### config.mk
export PLATFORM = sky130hd
export DESIGN_NAME = cacheline_adaptor
export DESIGN_NICKNAME = d
export VERILOG_FILES = /design/src/rtl/mem_types_pkg.sv /design/src/rtl/cacheline_adaptor.sv
export SDC_FILE = /design/constraint.sdc
export NUM_CORES = 1
export LEC_CHECK = 0
export BUFFER_PORTS_ARGS = -buffer_cell sky130_fd_sc_hd__buf_2
export CORE_AREA = 2 2 275 413
export CTS_CLUSTER_SIZE = 16
export DETAILED_ROUTE_END_ITERATION = 16
export DIE_AREA = 0 0 277 415
export GPL_TIMING_DRIVEN = 0
export SYNTH_ARGS = -nofsm -noshare
export SYNTH_HDL_FRONTEND = slang
export SYNTH_SLANG_ARGS = --single-unit
### constraint.sdc
create_clock -name clk -period 34.4 [get_ports clk]
set_input_delay 10.32 -clock clk [delete_from_list [all_inputs] [get_ports clk]]
set_output_delay 10.32 -clock clk [all_outputs]
set_load 0.05 [all_outputs]
### src/rtl/mem_types_pkg.sv
`default_nettype none
// ============================================================================
//  Module   : mem_types_pkg
//  Purpose  : Shared widths and types for the arbiter-to-memory path:
//             cacheline/burst geometry, the line container type and the
//             cacheline adaptor state encoding.
//  Ports    : none (package)
//  Revision : 1.0 - initial release
// ============================================================================
package mem_types_pkg;

  localparam int LINE_W   = 256;
  localparam int BURST_W  = 64;
  localparam int BEATS    = 4;
  localparam int OFFSET_W = 5;
  localparam int ADDR_W   = 32;
  localparam int CNT_W    = 2;

  // Index of the final beat of a burst.
  localparam logic [CNT_W-1:0] LAST_BEAT = CNT_W'(BEATS - 1);

  typedef logic [LINE_W-1:0] line_t;

  typedef enum logic [1:0] {
    ST_IDLE  = 2'd0,
    ST_READ  = 2'd1,
    ST_WRITE = 2'd2,
    ST_DONE  = 2'd3
  } adaptor_state_e;

endpackage
`default_nettype wire

### src/rtl/cacheline_adaptor.sv
`default_nettype none
// ============================================================================
//  Module   : cacheline_adaptor
//  Purpose  : Turns one 256-bit line request from the arbiter into a
//             four-beat 64-bit burst to memory and reassembles read bursts
//             into a line. Requests are single-cycle pulses, so each accepted
//             request (address and write data) is latched.
//  Ports    : clk, rst        - clock, asynchronous active-high reset
//             line_i/line_o   - write line in / assembled read line out
//             address_i       - byte address, sampled with read_i/write_i
//             read_i, write_i - line request pulses (write wins if both)
//             resp_o          - one-cycle completion pulse to the arbiter
//             burst_i/burst_o - read beat in / write beat out
//             address_o       - line-aligned address to memory
//             read_o, write_o - memory request, held for the whole burst
//             resp_i          - per-beat handshake from memory
//  Revision : 1.0 - initial release
// ============================================================================
module cacheline_adaptor
  import mem_types_pkg::*;
(
  input  logic                 clk,
  input  logic                 rst,
  input  logic [LINE_W-1:0]    line_i,
  output logic [LINE_W-1:0]    line_o,
  input  logic [ADDR_W-1:0]    address_i,
  input  logic                 read_i,
  input  logic                 write_i,
  output logic                 resp_o,
  input  logic [BURST_W-1:0]   burst_i,
  output logic [BURST_W-1:0]   burst_o,
  output logic [ADDR_W-1:0]    address_o,
  output logic                 read_o,
  output logic                 write_o,
  input  logic                 resp_i
);

  adaptor_state_e          state_q, state_d;
  logic [CNT_W-1:0]        cnt_q,   cnt_d;
  logic [ADDR_W-1:0]       addr_q,  addr_d;
  line_t                   buf_q,   buf_d;    // write data, or read assembly
  line_t                   rline_q, rline_d;  // last completed read line

  logic [ADDR_W-1:0]       aligned_addr;
  logic [7:0]              beat_lsb;
  logic                    addr_offset_unused;

  assign aligned_addr       = {address_i[ADDR_W-1:OFFSET_W], {OFFSET_W{1'b0}}};
  assign addr_offset_unused = ^address_i[OFFSET_W-1:0];
  assign beat_lsb           = {cnt_q, 6'b0};

  always_comb begin
    state_d = state_q;
    cnt_d   = cnt_q;
    addr_d  = addr_q;
    buf_d   = buf_q;
    rline_d = rline_q;

    case (state_q)
      ST_IDLE: begin
        if (write_i) begin
          buf_d   = line_i;
          addr_d  = aligned_addr;
          cnt_d   = '0;
          state_d = ST_WRITE;
        end else if (read_i) begin
          addr_d  = aligned_addr;
          cnt_d   = '0;
          state_d = ST_READ;
        end
      end

      ST_READ: begin
        if (resp_i) begin
          buf_d[beat_lsb +: BURST_W] = burst_i;
          cnt_d = cnt_q + 2'd1;
          if (cnt_q == LAST_BEAT) begin
            // Publish the whole line at once so line_o never shows a
            // partially assembled read.
            rline_d = {burst_i, buf_q[LINE_W-BURST_W-1:0]};
            state_d = ST_DONE;
          end
        end
      end

      ST_WRITE: begin
        if (resp_i) begin
          cnt_d = cnt_q + 2'd1;
          if (cnt_q == LAST_BEAT) begin
            state_d = ST_DONE;
          end
        end
      end

      ST_DONE: begin
        state_d = ST_IDLE;
      end

      default: begin
        state_d = ST_IDLE;
      end
    endcase
  end

  always_ff @(posedge clk or posedge rst) begin
    if (rst) begin
      state_q <= ST_IDLE;
      cnt_q   <= '0;
      addr_q  <= '0;
      buf_q   <= '0;
      rline_q <= '0;
    end else begin
      state_q <= state_d;
      cnt_q   <= cnt_d;
      addr_q  <= addr_d;
      buf_q   <= buf_d;
      rline_q <= rline_d;
    end
  end

  // Every output is a register or a decode of the state register.
  assign read_o    = (state_q == ST_READ);
  assign write_o   = (state_q == ST_WRITE);
  assign resp_o    = (state_q == ST_DONE);
  assign address_o = addr_q;
  assign burst_o   = buf_q[beat_lsb +: BURST_W];
  assign line_o    = rline_q;

endmodule
`default_nettype wire

==> out/results.txt <==
Detailed Place HPWL = 93280 um
cell with the most instances after synthesis = dfrtp_1
Yosys top cell by area = dfrtp_1
die footprint = 115000 um2
Die X-Extent = 277 um
pwr dens = 120.5 nW/um2
worst hold slack = 0.4919 ns
sequential share of power = 0.287
Final ANT Viol Nets = 0
Placed Cells = 3842
critical path class = reg -> out
Final WS setup = 20.49 ns
post-synth top area share = 0.5346
Cell variety after synth = 36
LEAKAGE = 15.88 nW
DRC viols = 0
Post-synth EDFFs = 0
initial antenna violation count = 39
H-tree Lvls = 2
average cell area after synthesis = 15.08 um2
Max Buffers Root-to-Sink = 3
Top FF cell, synth = dfrtp_1
post-route setup TNS = 0 ns
Util after Layout = 0.2968
Slew headroom = 0.2882
Clock Latency Late Sink = 0.65 ns
core area = 111100 um2
f_max = 71.89 MHz
VDD IR max = 0.07405 mV
CP max FO = 10
FP Rows = 150
IO Pins = 712
Tcrit/Tclk final = 0.4043
DR WL/cell = 31.19 um
YS warnings = 0
async set-reset flop share out of synthesis = 1.000
clk sinks = 543
Hold Crit Class = reg -> reg
Net Sw Frac = 0.4874
clock skew = 0.01948 ns
total design power = 3.975 mW
P_int = 2.038 mW
Detailed Routing Iterations Pass 1 = 6
max cap viols = 0
cells resized by post-CTS repair = 0
count of final setup violators = 0
first-pass GRT wire length = 169800 um
CTS tree = built
Non-Filler Instances = 3965
hold buffer count at CTS = 0
post-placement setup slack = 21.05 ns
synth cell count leaders = dfrtp_1 (543), mux2_2 (504), a32o_1 (128)
Routed WL = 123700 um
initial core utilization = 0.2288
via/cell ratio = 4.953
initial DRC count = 1159
Clock transition at path regs = 0.07 ns
fin nets = 2824
global route overflow = 0
largest net degree at the start of global routing = 119
fin crit period = 13.91 ns
Die Y = 415 um
number of setup buffers added after CTS = 0
mapped cell area = 25420 um2
crit start category = register
clk root buf = clkbuf_16
crit end category = primary output
clock share of power = 0.170
combinational share of power = 0.543
routability cong. = 0.8932
Post-DP Area = 30950 um2
Final Instance Area = 32970 um2
Psw = 1.937 mW
sequential cell area fraction in the yosys report = 0.5346
CTS Buf Count = 58
number of global-route vias before repair = 20840
total track usage = 0.2099
vias post-DR = 19640
worst path required time = 24.08 ns
top area cells in the synthesized netlist = dfrtp_1 (53%), mux2_2 (22%), mux4_2 (5.7%)
Arrival @ worst endpoint = 3.59 ns
Area Overhead vs Synth = 29.72%
actual slew at the worst max-slew pin = 1.065 ns
Max Slew Vio Count = 0
final hold vios = 0
status = complete, no violations
Synth Register Bits = 543
layout cells sized above 1 = 0.6020
setup repair after global routing missed its margin = no
Syn Inst Count = 1686
IO Port Bufs = 701
-- layer usage --
layer  share of wire  vias to the layer above  routed length [um]  track usage
li1                -                     8059                   -            -
met1            0.37                    10280               46330       0.2386
met2            0.50                     1014               62240       0.3656
met3           0.073                      261                9017      0.05250
met4           0.048                       24                5938       0.1027
met5          0.0012                        -                 145            0
-- power by group through the flow --
| stage | registers [mW] | clock network, mW | logic (mW) |
|---|---|---|---|
| floorplan | 1.58 | 0 | 1.03 |
| global placement | 1.15 | 0 | 2.15 |
| detailed placement | 1.15 | 0 | 2.18 |
| CTS | 1.14 | 0.688 | 2.18 |
| global route | 1.18 | 0.712 | 2.24 |
| finish | 1.14 | 0.674 | 2.16 |
-- final timing paths --
path	startpoint	endpoint	slack (ns)	cells after the start
max in group asynchronous	rst	buf_q[101]$_DFFE_PP0P_	22.90	5
worst max register to register	cnt_q[0]$_DFFE_PP0P_	buf_q[144]$_DFFE_PP0P_	29.58	11
min in group asynchronous	rst	line_o[197]$_DFFE_PP0P_	9.68	2
worst min-delay path	buf_q[247]$_DFFE_PP0P_	buf_q[247]$_DFFE_PP0P_	0.49	1
worst min register to register	buf_q[247]$_DFFE_PP0P_	buf_q[247]$_DFFE_PP0P_	0.49	1
worst max-delay path	cnt_q[0]$_DFFE_PP0P_	burst_o[27]	20.49	5
-- layout make-up --
cell class                 instances  area (um2)
sequential                       543       13590
buffer                           157       897.1
tap                             1444        1807
clock inverter                    23       325.3
clock buffer                      84        1659
timing repair buffer             708        3694
fill                           11450       78130
antenna                           16       40.04
inverter                           7       33.78
multi-input combinational        983       10930
-- logic make-up after synthesis --
group / after synthesis / share of synthesized area
buf+inv: 164 / 0.03603
simple gates: 94 / 0.02333
mux: 604 / 0.3009
fa+ha+maj: 9 / 0.004430
other cells: 1 / 0.0001475
flops: 543 / 0.5346
compound gates: 271 / 0.1006
-- flip-flops by register name (all words and copies together), names as in the netlist --
| register | count |
|---|---|
| address_o | 27 |
| buf_q | 256 |
| cnt_q | 2 |
| line_o | 256 |
| state_q | 2 |
-- critical path: stages, from the launching register on --
cell	delay (ns)
dfrtp_1	0.40
buf_2	0.46
buf_2	0.39
buf_2	0.78
mux4_2	0.63
buf_2	0.25
-- cell usage in the layout (no fill, tap or decap), types with 4 or more instances in the layout --
cell / n
nand4b_1: 9
clkbuf_1: 71
mux2_2: 504
nand2_1: 6
buf_6: 25
inv_1: 5
a41o_1: 7
clkbuf_8: 11
bufinv_16: 7
nand2b_1: 62
diode_2: 16
buf_16: 6
mux4_2: 64
a21oi_4: 4
clkbuf_2: 6
buf_4: 10
o2bb2ai_1: 121
conb_1: 5
nor2b_1: 10
buf_2: 761
a32o_1: 128
clkinv_2: 8
clkbuf_16: 58
mux2_4: 31
dfrtp_1: 543
ha_1: 9
mux2_1: 4
(Power assumes the default switching activity.)
